File: config.mk
export PLATFORM = sky130hd
export DESIGN_NAME = reg_pipe
export DESIGN_NICKNAME = d
export VERILOG_FILES = /design/src/rtl/reg_pipe.sv
export SDC_FILE = /design/constraint.sdc
export NUM_CORES = 1
export LEC_CHECK = 0
export CAP_MARGIN = 20
export CORE_ASPECT_RATIO = 2
export CORE_MARGIN = 5
export CORE_UTILIZATION = 35
export DETAILED_ROUTE_END_ITERATION = 10
export PLACE_DENSITY = 0.7
export SETUP_SLACK_MARGIN = 0.5
export SLEW_MARGIN = 15
export SYNTH_ARGS = -nofsm -noshare
export SYNTH_HDL_FRONTEND = slang
export SYNTH_SLANG_ARGS = --single-unit
File: constraint.sdc
create_clock -name clk -period 1.5 [get_ports clk]
set_clock_uncertainty 0.05 [all_clocks]
set_input_delay 0.15 -clock clk [delete_from_list [all_inputs] [get_ports clk]]
set_output_delay 0.15 -clock clk [all_outputs]
set_load 0.02 [all_outputs]
File: src/rtl/reg_pipe.sv
// reg_pipe: elastic multi-stage pipeline register with valid/ready on both
// sides, bubble collapse, synchronous flush and a registered occupancy count.
module reg_pipe #(
    parameter  int DWIDTH = 32,
    parameter  int STAGES = 3,
    localparam int CWIDTH = $clog2(STAGES + 1)
) (
    input  logic              clk,
    input  logic              rst,
    input  logic              in_valid,
    input  logic [DWIDTH-1:0] in_data,
    output logic              in_ready,
    output logic              out_valid,
    output logic [DWIDTH-1:0] out_data,
    input  logic              out_ready,
    input  logic              flush,
    output logic [CWIDTH-1:0] count
);

    logic [STAGES-1:0]             v_q, v_d;
    logic [STAGES-1:0][DWIDTH-1:0] d_q, d_d;
    logic [CWIDTH-1:0]             count_q, count_d;
    logic [STAGES:0]               rdy;
    logic                          in_xfer, out_xfer;

    // Ready chain, walked from the output side back to the input side:
    // a stage can take a beat if it is empty or the stage after it moves.
    always_comb begin
        rdy         = '0;
        rdy[STAGES] = out_ready;
        for (int unsigned i = 0; i < STAGES; i++) begin
            rdy[STAGES-1-i] = ~v_q[STAGES-1-i] | rdy[STAGES-i];
        end
    end

    assign in_ready  = rdy[0] & ~flush & rst;
    assign out_valid = v_q[STAGES-1] & ~flush;
    assign out_data  = d_q[STAGES-1];
    assign count     = count_q;
    assign in_xfer   = in_valid & in_ready;
    assign out_xfer  = out_valid & out_ready;

    // Stage advance: each ready stage takes the previous stage's contents;
    // data is only overwritten by a valid beat, and flush empties everything.
    always_comb begin
        v_d = v_q;
        d_d = d_q;
        if (rdy[0]) begin
            v_d[0] = in_valid;
            if (in_valid) begin
                d_d[0] = in_data;
            end
        end
        for (int unsigned k = 1; k < STAGES; k++) begin
            if (rdy[k]) begin
                v_d[k] = v_q[k-1];
                if (v_q[k-1]) begin
                    d_d[k] = d_q[k-1];
                end
            end
        end
        if (flush) begin
            v_d = '0;
        end
    end

    // Occupancy: +1 per accepted beat, -1 per emitted beat, cleared on flush.
    always_comb begin
        count_d = count_q;
        if (flush) begin
            count_d = '0;
        end else if (in_xfer && !out_xfer) begin
            count_d = count_q + CWIDTH'(1);
        end else if (!in_xfer && out_xfer) begin
            count_d = count_q - CWIDTH'(1);
        end
    end

    // State registers with asynchronous active-low reset.
    always_ff @(posedge clk or negedge rst) begin
        if (!rst) begin
            v_q     <= '0;
            d_q     <= '0;
            count_q <= '0;
        end else begin
            v_q     <= v_d;
            d_q     <= d_d;
            count_q <= count_d;
        end
    end

endmodule

# Word-level counts from Yosys, hierarchy flattened
# Index checks and enable logic that the tools add are counted.
# op_classes
reduce_logical,11
n_addsub,2
mux,7
bitwise,12
# ops
cell,n
2-to-1 mux 2 bit,3
AND reduction 2 bit,3
nonzero test 2 bit,3
AND 1 bit,5
NOT 1 bit,4
2-to-1 mux 1 bit,3
2-to-1 mux 3 bit,1
bitwise OR 1 bit,3
nonzero test 3 bit,1
adder 2 x 1 -> 2 bit (second input constant),1
logical AND 1 bit,2
logical NOT 1 bit,2
subtractor 2 x 1 -> 2 bit (second input constant),1
# totals
regBits,101
word_cells,39
out_inout_bits,36

# Longest topological paths before layout
# logic_depth
depth_word,12
mapped_depth,6
mapped_depth_nobuf,4

# Worst setup path before layout
# OpenSTA, ideal clock, no wires.
# synth_timing
path_kind,register to register
start,reg v_q[1]
end,reg d_q[10] (netlist bit)
setup_ps,125
required_time_ps,1325
t_arrival_ps,1418
period_less_slack_ps,1593
path_buffers,3
path_stages_with_launch,7
slack_ps,-93
path_cell_list,dfrtp_1 and4b_1 buf_2 nand2b_1 buf_2 buf_6 mux2_4
# synth_via
elab_chain_len,4
# synth_lines
item,line_no,text
start: declaration,20,"logic [STAGES-1:0] v_q, v_d;"
start signal: assignment,86,v_q <= v_d;
NOT 1 bit,32,rdy[STAGES-1-i] = ~v_q[STAGES-1-i] | rdy[STAGES-i];
bitwise OR 1 bit (2 in a row),32,
AND reduction 2 bit (no line),--,
end signal: assignment,83,d_q <= '0;
end signal: assignment,87,d_q <= d_d;
end: declaration,21,"logic [STAGES-1:0][DWIDTH-1:0] d_q, d_d;"
# No other way between the ends.
# A chain may end at the register's enable or synchronous reset.

# Worst setup path in the final report
# layout_timing
start,reg v_q[2]
end,reg d_q[1] (netlist bit)
# layout_via
elab_chain_len,5
# layout_lines
item,line_no
NOT 1 bit,32
bitwise OR 1 bit (3 in a row),32
AND reduction 2 bit (no line),--
# No other way between the ends.

==> impl_metrics.yaml <==
route:
  vias: 2305
  routed_via_density: 4.60
  drtIter0Drc: 54
  wl_um: 8690
  wl_per_cell_um: 17.3
  firstDrtPassIters: 4
  postRouteAntennaNets: 0
  route.detailed.drc: 0
timing:
  worst_pin_slew_ns: 0.544
  drv_slew: 0
  hold_viol: 56
  finalSetupViolations: 98
  setup_ws_ns: -0.125
  max_freq_mhz: 615
  min_period_ns: 1.63
  hold_ws_ns: -0.0593
  rsz0062_at_grt: "yes"
  finalCritPeriodShare: 1.08
  relSlewSlack: 0.637
synth:
  synth_top_family_by_area: "multiplexers"
  ys_top_cells_by_area: "dfrtp_1, mux2_2, mux2_4"
  synth_area_um2: 4180
  synth_xor_area_frac: 0.00419
  syn-instance-count: 270
  yosysSeqAreaShare: 0.605
  synthDominantCellAreaShare: 0.605
  async_flop_share: 1.00
  synth_warnings: 0
  synth_cell_types: 21
  synthMuxAreaShare: 0.277
  synth-compound-area-share: 0.0102
  synth_edf_count: 0
  synth-main-ff-cell: "dfrtp_1"
  synthAdderAreaFrac: 0
  synth_nets: 307
  yosysTopAreaCell: "dfrtp_1"
  syn_avg_cell_area_um2: 15.5
  synth_simple_gate_area_frac: 0.0252
  ys_seq_elements: 101
run_status:
  status: "finished with violations"
  failed_checks: "negative hold slack, negative setup slack"
grt:
  antenna_found_initial: 0
  met3_usage: 0.0310
  grt.met2_usage: 0.228
  grt_pass1_wl_um: 13500
  grt_max_degree: 102
  track_usage: 0.125
  top_usage_layer: "met2"
  grt_use_met1: 0.133
  grt-ovfl-total: 0
  grt_pass1_vias: 2581
floorplan:
  start_util: 0.357
  die_w_um: 87.3
  num_rows: 56
  pin_count: 73
  die_area_um2: 14400
  die_h_um: 165
  coreArea_um2: 11700
clock_tree:
  numCtsBuffers: 9
  htree_levels: 3
  cts_root_buf: "clkbuf_16"
  clock_path_buffers: 2
  tritoncts: "yes"
  clock_sinks: 101
  path_clk_slew_ns: 0.07
  clkLatencyLatePin_ns: 0.34
job:
  drv_cap: 0
worst_setup_path:
  critPathMaxStageDelay_ns: 0.38
  path_cells: "and4b_2 > buf_6 > nand2b_4 > buf_4 > mux2_2"
  worstSetupEndpointType: "flip-flop"
  arrival_ns: 1.80
  worst_path_max_delay_cell: "dfrtp_1"
  critPathBufInv: 2
  crit_family: "simple AND/OR/NAND/NOR gates"
  start_kind: "flip-flop"
  crit_type: "flip-flop to flip-flop"
  crit_fanout: 7
  required_ns: 1.68
placement:
  finalWeightedCongestion: 0.705
  portBuffers: 72
  dp_hpwl_um: 5480
layout:
  final_util: 0.496
  nNetsFinal: 388
  layout_commonest_cell: "dfrtp_1"
  antenna_cells: 0
  mostFrequentLayoutCells: "dfrtp_1, mux2_4, buf_6"
  area_delta_synth_final_pct: 39.0
  final_layout_size_suffix_gt1_frac: 0.556
power_and_ir_drop:
  power_mw: 8.36
  peakVddDrop_uv: 839
  powerDensity_nw_per_um2: 1440
  p_leak_nw: 2.73
worst_hold_path:
  hp-class: "input port to async pin"
cell type report:
cell class | count | area, um^2
fillers | 1000 | 5900
flip-flops and latches | 101 | 2530
multi-input cells | 124 | 1530
repair buffers | 115 | 1270
clock buffers | 11 | 253
well taps | 145 | 181
clock inverters | 5 | 42.5
final timing paths:
kind / start / end / slack, ns / depth (start not counted)
min in group clk: in_data[28] / d_q[28]$_DFFE_PN0P_ / 0.35 / 2
hold reg to reg: d_q[21]$_DFFE_PN0P_ / d_q[21]$_DFFE_PN0P_ / 0.44 / 1
setup reg to reg: v_q[2]$_DFFE_PN0P_ / d_q[1]$_DFFE_PN0P_ / -0.13 / 5
max in group asynchronous: rst / d_q[47]$_DFFE_PN0P_ / 1.02 / 3
setup / recovery: v_q[2]$_DFFE_PN0P_ / d_q[1]$_DFFE_PN0P_ / -0.13 / 5
hold / removal: rst / count[1]$_DFFE_PN0P_ / -0.06 / 3
per-layer routing:
layer | vias to the layer above | share of wire
met5 | - | 0
met4 | 0 | 0.019
met3 | 12 | 0.039
met2 | 42 | 0.57
met1 | 1192 | 0.37
li1 | 1059 | -
repair_timing:
item,in CTS,in global routing
cloned,3,1
buffers inserted,13,10
resized for setup,233,31
setup endpoints to repair,135,136
hold endpoints to repair,2,0
pin swaps,2,1
Yosys cell counts, types with 3 or more instances:
| master | count |
|---|---|
| buf_2 | 5 |
| buf_4 | 35 |
| buf_6 | 3 |
| dfrtp_1 | 101 |
| mux2_1 | 11 |
| mux2_2 | 65 |
| mux2_4 | 20 |
| nand2_1 | 3 |
| nand2b_1 | 3 |
| nor2_1 | 8 |
metrics by stage:
stage,instances,setup WS [ns],area [um^2],hold slack [ns],TNS (ns)
floorplan,270,-0.0473,4290,-0.196,-1.38
global placement,458,-0.341,5000,0.368,-23.62
detailed placement,458,-0.393,5000,0.371,-27.17
CTS,490,-0.0683,5590,-0.000979,-3.32
global route,501,-0.176,5810,0.00936,-12.27
finish,501,-0.125,5810,-0.0593,-6.30
power by group:
part / leakage (nW) / internal, mW / switching, mW
sequential: 1.20 / 3.28 / 0.371
clock: 0.143 / 1.23 / 1.02
combinational: 1.39 / 1.56 / 0.888
cell families after synthesis:
kind of cell    count (synthesis)
simple gates                   20
xor+xnor                        2
buf+inv                        45
flops                         101
compound gates                  6
mux                            96
flip-flops by register name (all words and copies together) (netlist names):
name      count
count         2
d_q          64
out_data     32
v_q           3
worst min-delay path, delay by kind of cell:
family | cells | cell delay, ns
buffers and inverters | 3 | 0.63
(Power assumes the default switching activity.)
